<file path="src/rtl/gyro_pkg.sv">
// Shared definitions for the gyro square-wave demodulator: FSM encoding and
// saturation limits for a signed accumulator of a given width.
package gyro_pkg;

  typedef enum logic [2:0] {
    StIdle  = 3'd0,
    StSkipH = 3'd1,
    StAccH  = 3'd2,
    StSkipL = 3'd3,
    StAccL  = 3'd4
  } state_e;

  localparam int unsigned CNT_BIT = 16;

  // Limits are returned in 64 bits; callers truncate to their accumulator width.
  function automatic logic [63:0] sat_max(input int unsigned width);
    return (64'd1 << (width - 1)) - 64'd1;
  endfunction

  function automatic logic [63:0] sat_min(input int unsigned width);
    return 64'd1 << (width - 1);
  endfunction

endpackage

</file>
<file path="src/rtl/gyro_sat_acc.sv">
// Signed saturating accumulator: clear, enable and a sign-extended sample input.
// Clear and enable together load the sample into an empty accumulator.
module gyro_sat_acc
  import gyro_pkg::*;
#(
  parameter int unsigned ADC_BIT = 14,
  parameter int unsigned ACC_BIT = 32
) (
  input  logic               i_clk,
  input  logic               i_rst_n,
  input  logic               i_clr,
  input  logic               i_en,
  input  logic [ADC_BIT-1:0] i_sample,
  output logic [ACC_BIT-1:0] o_acc
);

  localparam logic [ACC_BIT-1:0] ACC_MAX = ACC_BIT'(sat_max(ACC_BIT));
  localparam logic [ACC_BIT-1:0] ACC_MIN = ACC_BIT'(sat_min(ACC_BIT));

  logic [ACC_BIT-1:0] acc_q, acc_d, base;
  logic [ACC_BIT:0]   sum;

  always_comb begin
    base  = i_clr ? '0 : acc_q;
    sum   = {base[ACC_BIT-1], base}
          + {{(ACC_BIT + 1 - ADC_BIT){i_sample[ADC_BIT-1]}}, i_sample};
    acc_d = base;
    if (i_en) begin
      // Top two bits disagree only on overflow; clamp toward the true sign.
      if (sum[ACC_BIT] != sum[ACC_BIT-1]) begin
        acc_d = sum[ACC_BIT] ? ACC_MIN : ACC_MAX;
      end else begin
        acc_d = sum[ACC_BIT-1:0];
      end
    end
  end

  always_ff @(posedge i_clk or negedge i_rst_n) begin
    if (!i_rst_n) begin
      acc_q <= '0;
    end else begin
      acc_q <= acc_d;
    end
  end

  assign o_acc = acc_q;

endmodule

</file>
<file path="src/rtl/gyro_demod.sv">
// Square-wave demodulator: per modulation period, sums settled samples of the HIGH
// and LOW phases and emits their saturated signed difference.
module gyro_demod
  import gyro_pkg::*;
#(
  parameter int unsigned ADC_BIT = 14,
  parameter int unsigned ACC_BIT = 32
) (
  input  logic               i_clk,
  input  logic               i_rst_n,
  input  logic               i_status,
  input  logic [ADC_BIT-1:0] i_adc_data,
  input  logic [15:0]        i_skip,
  input  logic [15:0]        i_win,
  input  logic               i_polarity,
  output logic [ACC_BIT-1:0] o_err,
  output logic               o_err_valid,
  output logic               o_short,
  output logic [2:0]         o_state
);

  localparam logic [ACC_BIT-1:0] ACC_MAX = ACC_BIT'(sat_max(ACC_BIT));
  localparam logic [ACC_BIT-1:0] ACC_MIN = ACC_BIT'(sat_min(ACC_BIT));

  state_e               state_q, state_d;
  logic                 status_q;
  logic [CNT_BIT-1:0]   pcnt_q, pcnt_d, acnt_q, acnt_d;
  logic [CNT_BIT-1:0]   skip_q, win_q;
  logic                 pol_q;
  logic                 short_h_q, short_h_d;
  logic [ACC_BIT-1:0]   err_q, err_d;
  logic                 err_valid_q, err_valid_d;
  logic                 short_q, short_d;

  logic                 rise, fall;
  logic                 phase_h, phase_l, start_h, start_l, finish, in_h, in_l, take;
  logic [CNT_BIT-1:0]   idx, acnt_cur, cur_skip, cur_win;
  logic [ACC_BIT-1:0]   acc_h, acc_l, diff_sat;
  logic [ACC_BIT:0]     diff;

  assign rise = i_status & ~status_q;
  assign fall = ~i_status & status_q;

  always_comb begin
    if (pol_q) begin
      diff = {acc_l[ACC_BIT-1], acc_l} - {acc_h[ACC_BIT-1], acc_h};
    end else begin
      diff = {acc_h[ACC_BIT-1], acc_h} - {acc_l[ACC_BIT-1], acc_l};
    end
    if (diff[ACC_BIT] != diff[ACC_BIT-1]) begin
      diff_sat = diff[ACC_BIT] ? ACC_MIN : ACC_MAX;
    end else begin
      diff_sat = diff[ACC_BIT-1:0];
    end
  end

  always_comb begin
    phase_h  = (state_q == StSkipH) || (state_q == StAccH);
    phase_l  = (state_q == StSkipL) || (state_q == StAccL);
    start_h  = rise && ((state_q == StIdle) || phase_l);
    start_l  = fall && phase_h;
    finish   = rise && phase_l;
    in_h     = start_h || (phase_h && !start_l);
    in_l     = start_l || (phase_l && !start_h);
    // The edge cycle already runs under the configuration being latched.
    cur_skip = start_h ? i_skip : skip_q;
    cur_win  = start_h ? i_win : win_q;
    idx      = (start_h || start_l) ? '0 : pcnt_q;
    acnt_cur = (start_h || start_l) ? '0 : acnt_q;
    take     = (in_h || in_l) && (idx >= cur_skip) && (acnt_cur < cur_win);

    state_d     = state_q;
    pcnt_d      = pcnt_q;
    acnt_d      = acnt_q;
    short_h_d   = short_h_q;
    err_d       = err_q;
    err_valid_d = 1'b0;
    short_d     = short_q;

    if (in_h || in_l) begin
      pcnt_d = (idx == '1) ? idx : idx + 16'd1;
      acnt_d = acnt_cur + {15'd0, take};
      if (({1'b0, idx} + 17'd1) >= {1'b0, cur_skip}) begin
        state_d = in_h ? StAccH : StAccL;
      end else begin
        state_d = in_h ? StSkipH : StSkipL;
      end
    end

    if (start_l) begin
      short_h_d = acnt_q < win_q;
    end

    if (finish) begin
      err_d       = diff_sat;
      err_valid_d = 1'b1;
      short_d     = short_h_q | (acnt_q < win_q);
    end
  end

  always_ff @(posedge i_clk or negedge i_rst_n) begin
    if (!i_rst_n) begin
      state_q     <= StIdle;
      status_q    <= 1'b0;
      pcnt_q      <= '0;
      acnt_q      <= '0;
      skip_q      <= '0;
      win_q       <= '0;
      pol_q       <= 1'b0;
      short_h_q   <= 1'b0;
      err_q       <= '0;
      err_valid_q <= 1'b0;
      short_q     <= 1'b0;
    end else begin
      state_q     <= state_d;
      status_q    <= i_status;
      pcnt_q      <= pcnt_d;
      acnt_q      <= acnt_d;
      short_h_q   <= short_h_d;
      err_q       <= err_d;
      err_valid_q <= err_valid_d;
      short_q     <= short_d;
      if (rise) begin
        skip_q <= i_skip;
        win_q  <= i_win;
        pol_q  <= i_polarity;
      end
    end
  end

  gyro_sat_acc #(
    .ADC_BIT (ADC_BIT),
    .ACC_BIT (ACC_BIT)
  ) u_acc_h (
    .i_clk    (i_clk),
    .i_rst_n  (i_rst_n),
    .i_clr    (start_h),
    .i_en     (take && in_h),
    .i_sample (i_adc_data),
    .o_acc    (acc_h)
  );

  gyro_sat_acc #(
    .ADC_BIT (ADC_BIT),
    .ACC_BIT (ACC_BIT)
  ) u_acc_l (
    .i_clk    (i_clk),
    .i_rst_n  (i_rst_n),
    .i_clr    (start_l),
    .i_en     (take && in_l),
    .i_sample (i_adc_data),
    .o_acc    (acc_l)
  );

  assign o_err       = err_q;
  assign o_err_valid = err_valid_q;
  assign o_short     = short_q;
  assign o_state     = state_q;

endmodule

</file>
<file path="config.mk">
export PLATFORM = sky130hd
export DESIGN_NAME = gyro_demod
export DESIGN_NICKNAME = d
export VERILOG_FILES = /design/src/rtl/gyro_pkg.sv /design/src/rtl/gyro_sat_acc.sv /design/src/rtl/gyro_demod.sv
export SDC_FILE = /design/constraint.sdc
export NUM_CORES = 1
export LEC_CHECK = 0
export CORE_UTILIZATION = 30
export DETAILED_ROUTE_END_ITERATION = 10
export GPL_TIMING_DRIVEN = 1
export MAX_ROUTING_LAYER = met4
export PLACE_DENSITY = 0.49
export SYNTH_ARGS = -nofsm -noshare
export SYNTH_HDL_FRONTEND = slang
export SYNTH_SLANG_ARGS = --single-unit
</file>
<file path="constraint.sdc">
create_clock -name i_clk -period 7.45 [get_ports i_clk]
set_input_delay 1.49 -clock i_clk [delete_from_list [all_inputs] [get_ports i_clk]]
set_output_delay 1.49 -clock i_clk [all_outputs]
set_load 0.01 [all_outputs]
</file>
==> out/summary.txt, run 1 <==
ANT cells: 0
Seq/Total Area, Yosys: 26.1%
Detailed Routing Iterations Pass 1: 7
WL final: 47.5 mm
simple-gate area share of the yosys netlist: 19.1%
Static Leakage: 0.00868 uW
FF-to-FF Start: o_state[2]$_DFFE_PN0P_
Initial Utilization: 30.5%
hold_buf cts: 0
Core Area: 52800 um2
port bufs: 86
XOR/XNOR share of the synthesized area: 5.93%
post-route setup TNS: 0 ns
worst path required time: 7.84 ns
worst hold stages: 2
Wirelength per Cell: 17.4 um
Setup crit start: i_status
layout cells sized above 1: 5.39%
syn nets: 2240
post-DR vias/cell: 5.24
first-pass GRT wire length: 76.9 mm
synthesized flop and latch total: 168
GPL Wtd Cong: 0.889
worst min-delay path category: reg -> reg
area delta synth->final: 12.9%
Initial DRC Count: 940
Tot GR Track Use: 18.3%
I/O pin cnt: 87
Post-synth EDFFs: 0
Slew headroom: 16.9%
Synth Area in Compound Gates: 25.0%
Worst setup SP type: input port
CTS tree: done
Post-synth ARST share: 100%
status: completed
Synth Area in Adders: 15.5%
highest clock rate: 0.161 GHz
CP Capture Type: flop
H-tree depth: 4
crit path DAT: 6.60 ns
Synth top area share: 26.1%
Synth area leaders: dfrtp_1 26%, ha_1 15%, nand2_1 5.0%, a21oi_1 5.0%, nor2_1 4.8%
worst slew pin tran: 1.25 ns
Reg clk slew, reported paths: 0.07 ns
Fin Clk Skew: 0.0164 ns
DRC violations left: 0
detailed placement HPWL: 37.5 mm
Crit Path Category: in -> reg
CTS Buf Count: 17
Hold Path Origin: skip_q[12]$_DFFE_PN0P_
total number of vias: 14300
post-synth cell types: 80
# Max-Cap Violations: 0
latest clock arrival within the worst-skew pair: 0.47 ns
number of global-route vias before repair: 14400
fin crit period: 6.21 ns
Synth Cell Area: 16100 um2
CTS resizes: 0
number of routed nets with antenna violations: 0
Yosys warnings: 0
Synth Flop Type: dfrtp_1
final net count: 2272
gr ovfl total: 0
CTS root buf: clkbuf_16
Tcrit/Tclk final: 83.3%
Max rail drop VDD: 0.209 mV
count of final max-slew check failures: 0
Post-CTS Setup Repair Bufs: 0
leading area contributor after synthesis: dfrtp_1
Final setup viols: 0
total power: 8540 uW
Final Hold Fails: 0
Die H: 234 um
TritonCTS Sinks: 168
Avg Synthesized Cell Area: 8.07 um2
PD cells: 470 nW/um2
die area: 54600 um2
die width: 234 um
cell with the most instances after synthesis: nand2_1
largest family of logic cells by synthesized area: compound AO/OA/AOI/OAI gates
pin count of the biggest net entering global routing: 88
reg2reg path depth: 16
synth cell count leaders: 214 x nand2_1, 207 x nor2_1, 190 x ha_1
RSZ-0062 raised after global routing: false
Synth Instances: 1996
Max Fanout on Critical Path: 28
initial antenna violation count: 1
# rows: 84
clk buf depth: 2
mux cell area share after synthesis: 2.79%
==> placed cells by master, fill, tap and decap left out, drive strengths merged, types with 5 or more instances in the layout <==
master,netlist,final
nand4,25,25
buf,31,24
nand3,48,48
nand2b,18,18
o21bai,10,10
o2bb2ai,58,58
o21ai,141,141
nand2,215,215
a31o,6,6
or2,5,5
and3,38,38
a21o,60,60
clkdlybuf4s50,0,84
o211ai,19,19
ha,190,190
nor2b,24,24
a211oi,23,23
a41oi,6,6
o22a,8,8
nor2,209,209
o31ai,9,9
mux2i,37,37
or3,6,6
clkbuf,64,20
a21oi,160,160
inv,119,122
and2,44,44
nor3,13,13
o2111ai,5,5
clkinv,1,5
xnor2,55,55
o21a,17,17
a31oi,21,21
and4,7,7
xor2,54,54
dfrtp,168,168
mux2,7,7
==> per-layer routing <==
layer  track usage, %  part of all wire [%]
met1             22.2                    45
met2             32.0                    50
met3             2.60                   3.1
met4             3.90                   1.5
met5                -                     0
==> flip-flops by register name, summed over array words and instances, names as in the netlist <==
register,count
o_err,32
u_acc_h.o_acc,32
u_acc_l.o_acc,32
acnt_q,16
pcnt_q,16
skip_q,16
win_q,16
o_state,3
o_err_valid,1
o_short,1
pol_q,1
short_h_q,1
status_q,1
==> power breakdown <==
group	internal (uW)	leakage, uW	switching (uW)
registers	1220	0.00215	301
clock network	517	0.000286	420
logic	2440	0.00624	3650
total	4170	0.00868	4370
==> metrics by stage <==
| stage | instances | hold WS (ns) | util [%] | cell area, um2 | setup WS [ns] |
|---|---|---|---|---|---|
| 3_5_place_dp | 2697 | 0.461 | 33.3 | 17600 | 0.792 |
| 3_3_place_gp | 2697 | 0.453 | 33.3 | 17600 | 0.875 |
| 5_1_grt | 2729 | 0.494 | 34.5 | 18200 | 0.760 |
| 4_1_cts | 2729 | 0.479 | 34.5 | 18200 | 1.29 |
| 2_1_floorplan | 1996 | 0.440 | - | 16100 | 1.34 |
| 6_report | 2729 | 0.474 | 34.5 | 18200 | 1.24 |
==> layout make-up <==
type,instances,area [um2]
Inverter,120,452
Clock inverter,12,141
Tap cell,688,861
Timing Repair Buffer,108,1030
Fill cell,5557,34600
Multi-Input combinational cell,1613,11000
Clock buffer,20,457
Sequential cell,168,4200
==> critical path: stages <==
cell	delay, ns
clkdlybuf4s50_1	0.47
nor2b_4	0.17
o21ai_4	0.25
buf_4	0.37
and2_1	0.16
ha_1	0.21
fa_1	0.23
a21oi_1	0.09
o22ai_1	0.25
o21ai_0	0.24
a21o_1	0.25
a31o_2	0.27
o21ai_0	0.42
a41oi_1	0.33
nor2_2	1.01
nor2_1	0.18
o2bb2ai_2	0.17
==> cell families after synthesis <==
group | Yosys count
xor+xnor | 109
simple gates | 665
mux | 44
fa+ha+maj | 198
buf+inv | 215
compound gates | 597
flops | 168
==> path summary, 6_finish.rpt <==
check	end	slack, ns
max in group asynchronous	win_q[15]$_DFFE_PN0P_	5.36
min in group asynchronous	u_acc_h.o_acc[1]$_DFF_PN0_	1.07
hold reg to reg	skip_q[12]$_DFFE_PN0P_	0.47
hold / removal	skip_q[12]$_DFFE_PN0P_	0.47
setup / recovery	u_acc_h.o_acc[22]$_DFF_PN0_	1.24
setup reg to reg	u_acc_h.o_acc[22]$_DFF_PN0_	1.81
Power figures use the tool's default switching activity.
==> run 2: changes to the inputs <==
clock period = 5.8 ns   (was 7.45 ns; I/O delays follow)
==> out/summary.txt, run 2 (synthesized netlist as in run 1, its figures left out) <==
status: finished, violations left
failing checks: design-rule violations
WL final: 48.0 mm (+1.0%)
# Max-Cap Violations: 0 (unchanged)
die area: 54600 um2 (unchanged)
register cell area after layout: 4200 um2 (unchanged)
most frequent cells in the layout: 214 x nand2_1, 205 x nor2_1, 190 x ha_1
total number of vias: 14600 (+1.7%)
first-pass GRT wire length: 77.7 mm (+1.0%)
PD cells: 602 nW/um2 (+28%)
Slew headroom: 15.8% (-1.1 points)
highest clock rate: 0.183 GHz
detailed placement HPWL: 38.1 mm (+1.5%)
switching power: 5690 uW (+30%)
P_int: 5460 uW (+31%)
TritonCTS Sinks: 168 (unchanged)
Crit Path Category: in -> reg
area delta synth->final: 15.0%
Final Hold Fails: 0 (unchanged)
DRC violations left: 5 (+5)
worst slew pin tran: 1.26 ns (+0.0166 ns)
fin crit period: 5.46 ns
Clock Power Share: 10.5% (-0.5 points)
CTS tree: done
Tcrit/Tclk final: 94.1%
Max rail drop VDD: 0.306 mV (+46%)
I/O pin cnt: 87 (unchanged)
commonest non-fill, non-tap cell in the layout: nand2_1
Initial DRC Count: 900 (-4.3%)
worst min-delay path category: reg -> reg
die width: 234 um (unchanged)
Placed Area: 17900 um2 (+2.0%)
crit path DAT: 5.84 ns (-0.76 ns)
pin count of the biggest net entering global routing: 84 (-4.5%)
# rows: 84 (unchanged)
ANT cells: 0 (unchanged)
H-tree depth: 4 (unchanged)
Core Area: 52800 um2 (unchanged)
worst path required time: 6.18 ns (-1.66 ns)
portion of total power attributed to combinational logic: 72.0% (+0.7 points)
Die H: 234 um (unchanged)
Initial Utilization: 30.5% (unchanged)
Fin Clk Skew: 0.0110 ns (-0.00544 ns)
layout cells sized above 1: 7.17% (+1.8 points)
Final setup viols: 0 (unchanged)
post-DR vias/cell: 5.26 (+0.34%)
fin area: 18500 um2 (+1.8%)
CTS Buf Count: 17 (unchanged)
fillers: 5631 (+1.3%)
number of global-route vias before repair: 14600 (+0.84%)
CTS root buf: clkbuf_16
final net count: 2310 (+1.7%)
Wirelength per Cell: 17.3 um (-0.34%)
gr ovfl total: 0 (unchanged)
Tot GR Track Use: 18.5% (+0.14 points)
Worst setup SP type: input port
Net Sw Frac: 51.0% (-0.13 points)
port bufs: 86 (unchanged)
post-route setup TNS: 0 ns (unchanged)
GPL Wtd Cong: 0.869 (-2.2%)
count of final max-slew check failures: 0 (unchanged)
multi-input logic area: 11000 um2 (about the same)
Flop pwr share: 17.5% (-0.3 points)
clk buf depth: 2 (unchanged)
initial antenna violation count: 0 (-1)
Static Leakage: 0.00888 uW (+2.3%)
number of routed nets with antenna violations: 0 (unchanged)
Max Fanout on Critical Path: 29 (+3.6%)
Detailed Routing Iterations Pass 1: 10 (+3)
CP Capture Type: flop
Reg clk slew, reported paths: 0.07 ns (about the same)
RSZ-0062 raised after global routing: false
latest clock arrival within the worst-skew pair: 0.46 ns (about the same)
==> run 2: power by group through the flow <==
stage | combinational (uW) | sequential (uW) | clock [uW]
3_5_place_dp | 8020 | 1980 | 0
5_1_grt | 9010 | 2000 | 1250
3_3_place_gp | 7940 | 1980 | 0
2_1_floorplan | 5810 | 1870 | 0
6_report | 8030 | 1950 | 1170
4_1_cts | 8060 | 1970 | 1200
==> run 2: timing repair <==
| action | 4_1_cts | 5_1_grt |
|---|---|---|
| setup endpoints to repair | 0 | 4 |
| hold buffers | 0 | 0 |
| gates resized for setup | 0 | 1 |
| buffers inserted | 0 | 0 |
==> run 2: per-stage QoR <==
step           hold WS, ns  cells  util, %  setup slack, ns  total power (uW)
5_1_grt              0.494   2767     35.1           0.0184             12300
3_5_place_dp         0.462   2735     34.0           -0.149             10000
6_report             0.476   2767     35.1            0.341             11200
3_3_place_gp         0.453   2735     34.0          -0.0888              9930
2_1_floorplan        0.440   1996        -           0.0228              7680
4_1_cts              0.480   2767     35.1            0.333             11200
==> run 2: final timing paths <==
| kind | slack (ns) | end | from | cells after the start |
|---|---|---|---|---|
| min in group asynchronous | 0.63 | u_acc_h.o_acc[5]$_DFF_PN0_ | i_rst_n | 1 |
| max reg2reg | 0.95 | u_acc_l.o_acc[17]$_DFF_PN0_ | o_state[2]$_DFFE_PN0P_ | 16 |
| min reg2reg | 0.48 | skip_q[8]$_DFFE_PN0P_ | skip_q[8]$_DFFE_PN0P_ | 2 |
| max | 0.34 | u_acc_l.o_acc[17]$_DFF_PN0_ | i_status | 17 |
| min | 0.48 | skip_q[8]$_DFFE_PN0P_ | skip_q[8]$_DFFE_PN0P_ | 2 |
| max in group asynchronous | 4.18 | skip_q[10]$_DFFE_PN0P_ | i_rst_n | 2 |
==> run 2: layer usage <==
layer / wire length [um] / part of all wire (%) / up-vias / track usage [%]
met2: 24600 / 51 / 237 / 32.6
met5: 0 / 0 / - / -
met3: 1340 / 2.8 / 43 / 2.84
li1: - / - / 7231 / -
met4: 939 / 2.0 / 0 / 4.53
met1: 21100 / 44 / 7042 / 21.7
==> run 2: final cells by class <==
type | instances | share of cell area, %
clock inverter | 14 | 0.750
inverter | 120 | 2.44
sequential | 168 | 22.7
timing repair buffer | 146 | 7.47
tap | 688 | 4.65
multi-input combinational | 1613 | 59.6
clock buffer | 18 | 2.37
==> run 2: critical path, cell delays in order <==
cell and delay (ns):
clkdlybuf4s50_1 0.48, or3b_2 0.48, buf_4 0.15, nor2b_2 0.15, buf_12 0.16, nor2_1 0.06, ha_1 0.35, o211ai_1 0.12
o21bai_1 0.28, o21ai_0 0.22, a211oi_1 0.47, a2bb2oi_1 0.26, a31o_2 0.19, xnor2_1 0.08, nor2_2 0.90, nor2_1 0.12
o2bb2ai_1 0.19
==> run 3: changes to the inputs <==
CORE_MARGIN = 4   (was unset)
CORE_UTILIZATION = 38   (was 30)
PLACE_DENSITY = 0.58   (was 0.49)
==> out/summary.txt, run 3 (synthesized netlist as in run 1, its figures left out) <==
RSZ-0062 raised after global routing: false
layout cells sized above 1: 7.70% (+0.53 points)
switching power: 5620 uW (-1.3%)
fin cells: 2631 (-4.9%)
CTS Buf Count: 17 (unchanged)
pin count of the biggest net entering global routing: 98 (+17%)
TritonCTS Sinks: 168 (unchanged)
Flop pwr share: 17.6% (about the same)
PD cells: 603 nW/um2 (+0.14%)
Static Leakage: 0.00894 uW (+0.73%)
worst path required time: 6.18 ns (about the same)
Tot GR Track Use: 21.0% (+2.6 points)
die area: 45700 um2 (-16%)
cell mode on critical path: buf_4
Worst setup SP type: input port
latest clock arrival within the worst-skew pair: 0.47 ns (about the same)
Tcrit/Tclk final: 94.5% (+0.40 points)
CTS root buf: clkbuf_16
gr ovfl total: 0 (unchanged)
Post-CTS Setup Repair Bufs: 0 (unchanged)
Min Hold Slack: 0.473 ns (-0.00288 ns)
detailed placement HPWL: 36.5 mm (-4.3%)
Max rail drop VDD: 0.329 mV (+7.3%)
Post-Route Utilization: 43.9% (+8.8 points)
Clock Power Share: 9.9% (-0.6 points)
Placed Cells: 2600 (-4.9%)
number of global-route vias before repair: 14800 (+1.5%)
worst min-delay path category: reg -> reg
GPL Wtd Cong: 0.891 (+2.6%)
I/O pin cnt: 87 (unchanged)
clk buf depth: 2 (unchanged)
most frequent cells in the layout: 214 x nand2_1, 205 x nor2_1, 190 x ha_1
CP Capture Type: flop
first-pass GRT wire length: 75.7 mm (-2.6%)
P_int: 5480 uW (+0.37%)
critical path's slowest cell: nor2_2
Slew headroom: 15.1% (-0.67 points)
fin crit period: 5.48 ns (+0.0229 ns)
R2R Setup Slk: 0.85 ns (-0.10 ns)
WL final: 46.3 mm (-3.4%)
# Max-Cap Violations: 0 (unchanged)
status: completed
initial antenna violation count: 0 (unchanged)
Wirelength per Cell: 17.6 um (+1.6%)
highest clock rate: 0.182 GHz (-0.42%)
post-DR vias/cell: 5.52 (+5.0%)
total number of vias: 14500 (-0.19%)
CTS resizes: 0 (unchanged)
worst path cell trace: clkdlybuf4s50_1, or3b_2, buf_4, nor2b_2, buf_12, buf_4, nor2_1, ha_1, o211ai_1, o21bai_1, o21ai_0, buf_4, a211oi_1, a2bb2oi_1, a31o_2, xnor2_1, nor2_2, nor2_1, o2bb2ai_1
Detailed Routing Iterations Pass 1: 5 (-5)
port bufs: 86 (unchanged)
number of routed nets with antenna violations: 0 (unchanged)
Final Hold Fails: 0 (unchanged)
die width: 214 um (-8.5%)
crit path DAT: 5.86 ns (+0.02 ns)
Net Sw Frac: 50.6% (-0.41 points)
hold_buf cts: 0 (unchanged)
Crit Path Category: in -> reg
worst slew pin tran: 1.27 ns (+0.0100 ns)
Fin Clk Skew: 0.0122 ns (+0.00120 ns)
CP max stage delay: 0.94 ns (+0.04 ns)
area delta synth->final: 14.3%
Final WS setup: 0.318 ns (-0.0229 ns)
DRC violations left: 0 (-5)
Initial Utilization: 38.4% (+7.9 points)
post-route setup TNS: 0 ns (unchanged)
Die H: 214 um (-8.5%)
# rows: 75 (-11%)
CTS tree: done
dpl ws: -0.0992 ns (+0.0503 ns)
H-tree depth: 4 (unchanged)
ANT cells: 0 (unchanged)
Max Fanout on Critical Path: 29 (unchanged)
commonest non-fill, non-tap cell in the layout: nand2_1
Reg clk slew, reported paths: 0.07 ns (about the same)
portion of total power attributed to combinational logic: 72.4% (+0.4 points)
Initial DRC Count: 932 (+3.6%)
Final setup viols: 0 (unchanged)
count of final max-slew check failures: 0 (unchanged)
final net count: 2324 (+0.61%)
Core Area: 41900 um2 (-20%)
[run 3: cell types whose count changed in the layout (fill, tap and decap cells not counted), sizes merged]
cell / change
inv: -3
clkinv: +3
clkbuf: +3
buf: +14
clkinvlp: -3
bufinv: -1
[run 3: per-stage QoR]
step | cell area [um2] | total power (uW)
6_report | 18400 | 11100
5_1_grt | 18400 | 12200
4_1_cts | 18400 | 11100
3_5_place_dp | 17900 | 9960
3_3_place_gp | 17900 | 9880
2_1_floorplan | 16100 | 7680
[run 3: final timing paths]
check	start	to	cells after the start
max	i_status	u_acc_l.o_acc[20]$_DFF_PN0_	19
min	skip_q[6]$_DFFE_PN0P_	skip_q[6]$_DFFE_PN0P_	2
max reg2reg	o_state[2]$_DFFE_PN0P_	u_acc_h.o_acc[11]$_DFF_PN0_	17
min reg2reg	skip_q[6]$_DFFE_PN0P_	skip_q[6]$_DFFE_PN0P_	2
max in group asynchronous	i_rst_n	skip_q[9]$_DFFE_PN0P_	2
min in group asynchronous	i_rst_n	u_acc_h.o_acc[0]$_DFF_PN0_	1
[run 3: worst max-delay path, delay by kind of cell]
kind | cells | cell delay (ns)
buffers and inverters | 5 | 1.06
adder cells (fa/ha/maj) | 1 | 0.34
AND/OR/NAND/NOR | 5 | 1.71
AO/OA/AOI/OAI | 7 | 1.50
XOR/XNOR | 1 | 0.08
[run 3: power by group through the flow]
stage	clock network, uW	logic (uW)	registers (uW)
5_1_grt	1180	9000	2010
3_5_place_dp	0	7980	1980
4_1_cts	1140	8020	1970
6_report	1100	8040	1960
2_1_floorplan	0	5810	1870
3_3_place_gp	0	7890	1990
[run 3: cell type report]
| type | count | area, um2 |
|---|---|---|
| Sequential cell | 168 | 4200 |
| Timing Repair Buffer | 160 | 1500 |
| Tap cell | 539 | 674 |
| Inverter | 120 | 452 |
| Fill cell | 4257 | 23500 |
| Clock inverter | 10 | 70.1 |
| Clock buffer | 21 | 470 |
| Multi-Input combinational cell | 1613 | 11000 |
[run 3: per-layer routing]
layer	routed length, um	global-route usage [%]	up-vias	share of wire [%]
met5	0	-	-	0
met4	1020	5.83	0	2.2
met3	1330	3.04	53	2.9
met2	23700	37.1	231	51
met1	20300	25.1	6970	44
li1	-	-	7271	-
